==> src/rtl/probe_monitor.sv <==
// probe_monitor: edge/pulse statistics for NDIG digital probe channels and
// min/max/count/sum tracking for one unsigned analog sample bus.
// All outputs are registers updated one cycle after the sampling edge.
module probe_monitor #(
  parameter int NDIG = 4,
  parameter int DW   = 16,
  parameter int CW   = 16,
  parameter int SW   = 32
) (
  input  logic              i_clk,
  input  logic              i_rst,
  input  logic              i_clr,
  input  logic [NDIG-1:0]   i_dig,
  input  logic [DW-1:0]     i_ana,
  input  logic              i_ana_vld,
  output logic [NDIG-1:0]   o_rise,
  output logic [NDIG-1:0]   o_fall,
  output logic [NDIG*CW-1:0] o_rise_cnt,
  output logic [NDIG*CW-1:0] o_high_cnt,
  output logic [NDIG*CW-1:0] o_last_width,
  output logic [DW-1:0]     o_ana_last,
  output logic [DW-1:0]     o_ana_min,
  output logic [DW-1:0]     o_ana_max,
  output logic [CW-1:0]     o_ana_cnt,
  output logic [SW-1:0]     o_ana_sum
);

  localparam logic [CW-1:0] CNT_MAX = {CW{1'b1}};
  localparam logic [CW-1:0] CNT_ONE = {{(CW-1){1'b0}}, 1'b1};

  // Saturating increment shared by every CW-wide counter.
  function automatic logic [CW-1:0] sat_inc(input logic [CW-1:0] v);
    logic [CW-1:0] r;
    if (v == CNT_MAX) begin
      r = v;
    end else begin
      r = v + CNT_ONE;
    end
    return r;
  endfunction

  logic [NDIG-1:0]    d_r;
  logic [NDIG-1:0]    rise_s;
  logic [NDIG-1:0]    fall_s;
  logic [NDIG*CW-1:0] wcnt_r;
  logic [NDIG*CW-1:0] wcnt_nxt_s;
  logic [NDIG*CW-1:0] rise_cnt_nxt_s;
  logic [NDIG*CW-1:0] high_cnt_nxt_s;
  logic [NDIG*CW-1:0] last_width_nxt_s;
  logic [SW:0]        sum_ext_s;
  logic [SW-1:0]      sum_nxt_s;
  logic [DW-1:0]      min_nxt_s;
  logic [DW-1:0]      max_nxt_s;

  // Per-channel edge detection and next values of the digital statistics.
  always_comb begin
    rise_s           = i_dig & ~d_r;
    fall_s           = ~i_dig & d_r;
    wcnt_nxt_s       = wcnt_r;
    rise_cnt_nxt_s   = o_rise_cnt;
    high_cnt_nxt_s   = o_high_cnt;
    last_width_nxt_s = o_last_width;
    for (int n = 0; n < NDIG; n++) begin
      if (rise_s[n]) begin
        rise_cnt_nxt_s[n*CW +: CW] = sat_inc(o_rise_cnt[n*CW +: CW]);
        wcnt_nxt_s[n*CW +: CW]     = CNT_ONE;
      end else if (i_dig[n] && d_r[n]) begin
        rise_cnt_nxt_s[n*CW +: CW] = o_rise_cnt[n*CW +: CW];
        wcnt_nxt_s[n*CW +: CW]     = sat_inc(wcnt_r[n*CW +: CW]);
      end else begin
        rise_cnt_nxt_s[n*CW +: CW] = o_rise_cnt[n*CW +: CW];
        wcnt_nxt_s[n*CW +: CW]     = wcnt_r[n*CW +: CW];
      end
      if (i_dig[n]) begin
        high_cnt_nxt_s[n*CW +: CW] = sat_inc(o_high_cnt[n*CW +: CW]);
      end else begin
        high_cnt_nxt_s[n*CW +: CW] = o_high_cnt[n*CW +: CW];
      end
      // A falling edge publishes the width of the pulse that just ended.
      if (fall_s[n]) begin
        last_width_nxt_s[n*CW +: CW] = wcnt_r[n*CW +: CW];
      end else begin
        last_width_nxt_s[n*CW +: CW] = o_last_width[n*CW +: CW];
      end
    end
  end

  // Next values of the analog tracking registers (used only when a sample is valid).
  always_comb begin
    sum_ext_s = {1'b0, o_ana_sum} + {{(SW+1-DW){1'b0}}, i_ana};
    if (sum_ext_s[SW]) begin
      sum_nxt_s = {SW{1'b1}};
    end else begin
      sum_nxt_s = sum_ext_s[SW-1:0];
    end
    if (i_ana < o_ana_min) begin
      min_nxt_s = i_ana;
    end else begin
      min_nxt_s = o_ana_min;
    end
    if (i_ana > o_ana_max) begin
      max_nxt_s = i_ana;
    end else begin
      max_nxt_s = o_ana_max;
    end
  end

  // State register: reset clears everything, clear wipes statistics but keeps sampling.
  always_ff @(posedge i_clk) begin
    if (i_rst) begin
      d_r          <= {NDIG{1'b0}};
      o_rise       <= {NDIG{1'b0}};
      o_fall       <= {NDIG{1'b0}};
      wcnt_r       <= {(NDIG*CW){1'b0}};
      o_rise_cnt   <= {(NDIG*CW){1'b0}};
      o_high_cnt   <= {(NDIG*CW){1'b0}};
      o_last_width <= {(NDIG*CW){1'b0}};
      o_ana_last   <= {DW{1'b0}};
      o_ana_min    <= {DW{1'b1}};
      o_ana_max    <= {DW{1'b0}};
      o_ana_cnt    <= {CW{1'b0}};
      o_ana_sum    <= {SW{1'b0}};
    end else begin
      d_r <= i_dig;
      if (i_clr) begin
        o_rise       <= {NDIG{1'b0}};
        o_fall       <= {NDIG{1'b0}};
        wcnt_r       <= {(NDIG*CW){1'b0}};
        o_rise_cnt   <= {(NDIG*CW){1'b0}};
        o_high_cnt   <= {(NDIG*CW){1'b0}};
        o_last_width <= {(NDIG*CW){1'b0}};
        o_ana_last   <= {DW{1'b0}};
        o_ana_min    <= {DW{1'b1}};
        o_ana_max    <= {DW{1'b0}};
        o_ana_cnt    <= {CW{1'b0}};
        o_ana_sum    <= {SW{1'b0}};
      end else begin
        o_rise       <= rise_s;
        o_fall       <= fall_s;
        wcnt_r       <= wcnt_nxt_s;
        o_rise_cnt   <= rise_cnt_nxt_s;
        o_high_cnt   <= high_cnt_nxt_s;
        o_last_width <= last_width_nxt_s;
        if (i_ana_vld) begin
          o_ana_last <= i_ana;
          o_ana_min  <= min_nxt_s;
          o_ana_max  <= max_nxt_s;
          o_ana_cnt  <= sat_inc(o_ana_cnt);
          o_ana_sum  <= sum_nxt_s;
        end else begin
          o_ana_last <= o_ana_last;
          o_ana_min  <= o_ana_min;
          o_ana_max  <= o_ana_max;
          o_ana_cnt  <= o_ana_cnt;
          o_ana_sum  <= o_ana_sum;
        end
      end
    end
  end

endmodule

==> config.mk <==
export PLATFORM = sky130hd
export DESIGN_NAME = probe_monitor
export DESIGN_NICKNAME = d
export VERILOG_FILES = /design/src/rtl/probe_monitor.sv
export SDC_FILE = /design/constraint.sdc
export NUM_CORES = 1
export LEC_CHECK = 0
export BUFFER_PORTS_ARGS = -buffer_cell sky130_fd_sc_hd__buf_2
export CAP_MARGIN = 20
export CORE_MARGIN = 1
export CORE_UTILIZATION = 35
export DETAILED_ROUTE_END_ITERATION = 10
export PLACE_DENSITY = 0.62
export SYNTH_ARGS = -nofsm -noshare
export SYNTH_HDL_FRONTEND = slang
export SYNTH_SLANG_ARGS = --single-unit
==> constraint.sdc <==
create_clock -name i_clk -period 2.6 [get_ports i_clk]
set_input_delay 0.13 -clock i_clk [delete_from_list [all_inputs] [get_ports i_clk]]
set_output_delay 0.13 -clock i_clk [all_outputs]
set_load 0.02 [all_outputs]
==> flow_summary.ini <==
[cells_and_area]
nNetsFinal = 2376
multiInputGateArea_mm2 = 0.008673
drive_gt1_frac = 0.1946
n_antenna_cell = 0
fillers = 4651
syn_to_final_growth_pct = 24.24
seq_area_mm2 = 0.007287

[flow_run]
timing.max_cap.violations = 0

[cts]
cts_tree = built
htreeDepth = 2
clk_pin_slew_ns = 0.06
insertion_delay_ns = 0.56
cts_buffers = 43
cts_root_buf = clkbuf_16
clock-sinks = 364
cts_max_path_buffers = 3

[timing]
skew_ns = 0.01161
rsz0062_at_grt = no
hold_slack_ns = 0.08888
slew_violations = 0
period_needed_ns = 2.472
setup_tns_ns = 0
hold_viol_final = 0
fin_crit_sh = 0.9509
max_slew_margin = 0.3895
setup-violations-final = 0
worst_pin_slew_ns = 0.9139
worst_slack_ns = 0.1276
fmax_ghz = 0.4045

[route]
wl_mm = 45.33
drt_iter0_markers = 749
first_pass_iters = 5
postRouteAntennaNets = 0
routedWlPerCell_um = 15.47
vias_per_cell = 5.027
route.vias.total = 14730
drcViolationCount = 0

[critical_path]
arrival_ns = 2.91
critPathKind = reg2reg
path_max_fanout = 7
crit_buf_inv = 0
slowest_stage = fa_1
worstPathRequired_ns = 3.03
crit_top_cell = a211o_1
path_delay_family = compound AO/OA/AOI/OAI gates
end_kind = flop
crit_chain = ha_1, fa_1, a211o_1, a211o_1, nand2_2, a211oi_4, o41ai_1, a21oi_1
critPathMaxStageDelay_ns = 0.43
cp-start-kind = flop

[outcome]
status = finished clean

[yosys]
synth_common_cells = 364 x dfxtp_1, 271 x nand2_1, 263 x nor2_1, 138 x a21oi_1, 123 x xor2_1
syn-instance-count = 1951
synth-async-reset-ratio = 0
syn_area_mm2 = 0.01645
syn_avg_cell_area_um2 = 8.434
ys_seq_area_frac = 0.4429
synthDistinctLibCells = 72
yosysMostFrequentCell = dfxtp_1
synth_warnings = 0
synth_top_area_share = 0.4429
netlist_top_cells_area = dfxtp_1 44%, xor2_1 6.5%, nand2_1 6.2%
synth_ff_type = dfxtp_1
synth_seq_cells = 364
synth_edf_count = 0
synth_nets = 2036
yosysTopAreaCell = dfxtp_1

[die]
io_pins = 320
num_rows = 79
die_h_um = 218.8
core_mm2 = 0.04646
dieWidth_um = 218.8
die_area_mm2 = 0.04788
initial_utilization = 0.3542

[global_route]
grt_pass1_wl_mm = 72.70
grt_pass1_vias = 13960
overflow = 0
grt_usage = 0.1862
antenna_found_initial = 0
grt_start_max_net_pins = 84

[power]
power_switching_mw = 3.029
ir_drop_mv = 0.4396
fin_total_pwr_mw = 12.57
p_leak_nw = 8.392
p_sw_frac = 0.2409
p_per_area_mw_per_mm2 = 615.0
intPower_mw = 9.544
p_clk_frac = 0.480
p_comb_frac = 0.068
seq_power_share = 0.453

[hold_path]
hold_class = in2reg

[placed_design]
placement.io_buffers = 319
place_ws_ns = 0.07920
dpl.hpwl_mm = 33.02
routabilityCongestion = 0.9130
power by group through the flow:
stage / combinational (mW) / clock [mW] / sequential [mW]
2_1_floorplan: 0.486 / 0 / 5.87
3_3_place_gp: 0.814 / 0 / 5.81
3_5_place_dp: 0.822 / 0 / 5.81
4_1_cts: 0.852 / 6.21 / 5.69
5_1_grt: 0.937 / 6.44 / 5.70
6_report: 0.850 / 6.03 / 5.69
layer usage:
metal  vias up  share of wire  global-route usage
met2       381           0.45              0.3030
met3        75          0.075             0.05045
li1       7406              -                   -
met4         0          0.026             0.06782
met5         -              0                   0
met1      6868           0.45              0.2348
timing repair:
item | 4_1_cts | 5_1_grt
endpoints found under the setup margin | 0 | 13
hold buffers | 22 | 0
resized for setup | 0 | 2
buffers inserted | 0 | 1
endpoints found under the hold margin | 57 | 0
path summary, 6_finish.rpt:
kind / startpoint / to / slack [ns] / cells past startpoint
worst max register to register: o_ana_sum[0] / o_ana_sum[21] / 0.13 / 8
worst max-delay path: o_ana_sum[0] / o_ana_sum[21] / 0.13 / 8
worst min-delay path: i_ana[15] / o_ana_max[15] / 0.09 / 4
worst min register to register: o_last_width[51] / o_last_width[51] / 0.45 / 2
metrics by stage:
| step | cell area, um2 | instances | util |
|---|---|---|---|
| 6_report | 20440 | 2930 | 0.4400 |
| 5_1_grt | 20440 | 2930 | 0.4400 |
| 4_1_cts | 20430 | 2929 | 0.4397 |
| 3_5_place_dp | 18790 | 2830 | 0.4046 |
| 3_3_place_gp | 18790 | 2830 | 0.4046 |
| 2_1_floorplan | 16450 | 1951 | - |
worst min-delay path, cell delays in order:
cell	delay, ns
buf_2	0.16
buf_4	0.18
nand2_1	0.05
o21ai_0	0.06
sequential cells by signal (all words and copies together), names as in the netlist:
signal        cells
o_high_cnt       64
o_last_width     64
o_rise_cnt       64
wcnt_r           64
o_ana_sum        32
o_ana_cnt        16
o_ana_last       16
o_ana_max        16
o_ana_min        16
d_r               4
o_fall            4
o_rise            4
cells in the final DEF, fill, tap and decap left out, drive strengths merged, types with 58 or more instances in the layout:
cell type and n:
dfxtp 364, buf 351, nand2 271, nor2 264
a21oi 141, xor2 123, nand3 109, o21ai 67
nand4 64, ha 60, clkbuf 59, inv 58
logic make-up (layout without fill, tap and decap cells):
| logic type | after synthesis | after routing | synth area share |
|---|---|---|---|
| xor+xnor | 180 | 180 | 0.09581 |
| fa+ha+maj | 61 | 61 | 0.04684 |
| simple gates | 885 | 885 | 0.2512 |
| compound gates | 285 | 285 | 0.1050 |
| flops | 364 | 364 | 0.4429 |
| mux | 44 | 44 | 0.02677 |
| buf+inv | 132 | 504 | 0.03148 |
area by class of cell:
cell class,count,area share
clock buffers,59,0.05998
multi-input cells,1455,0.4243
clock inverters,18,0.009180
flip-flops and latches,364,0.3564
repair buffers,373,0.1031
inverters,54,0.009915
well taps,607,0.03715
Power figures use the tool's default switching activity.
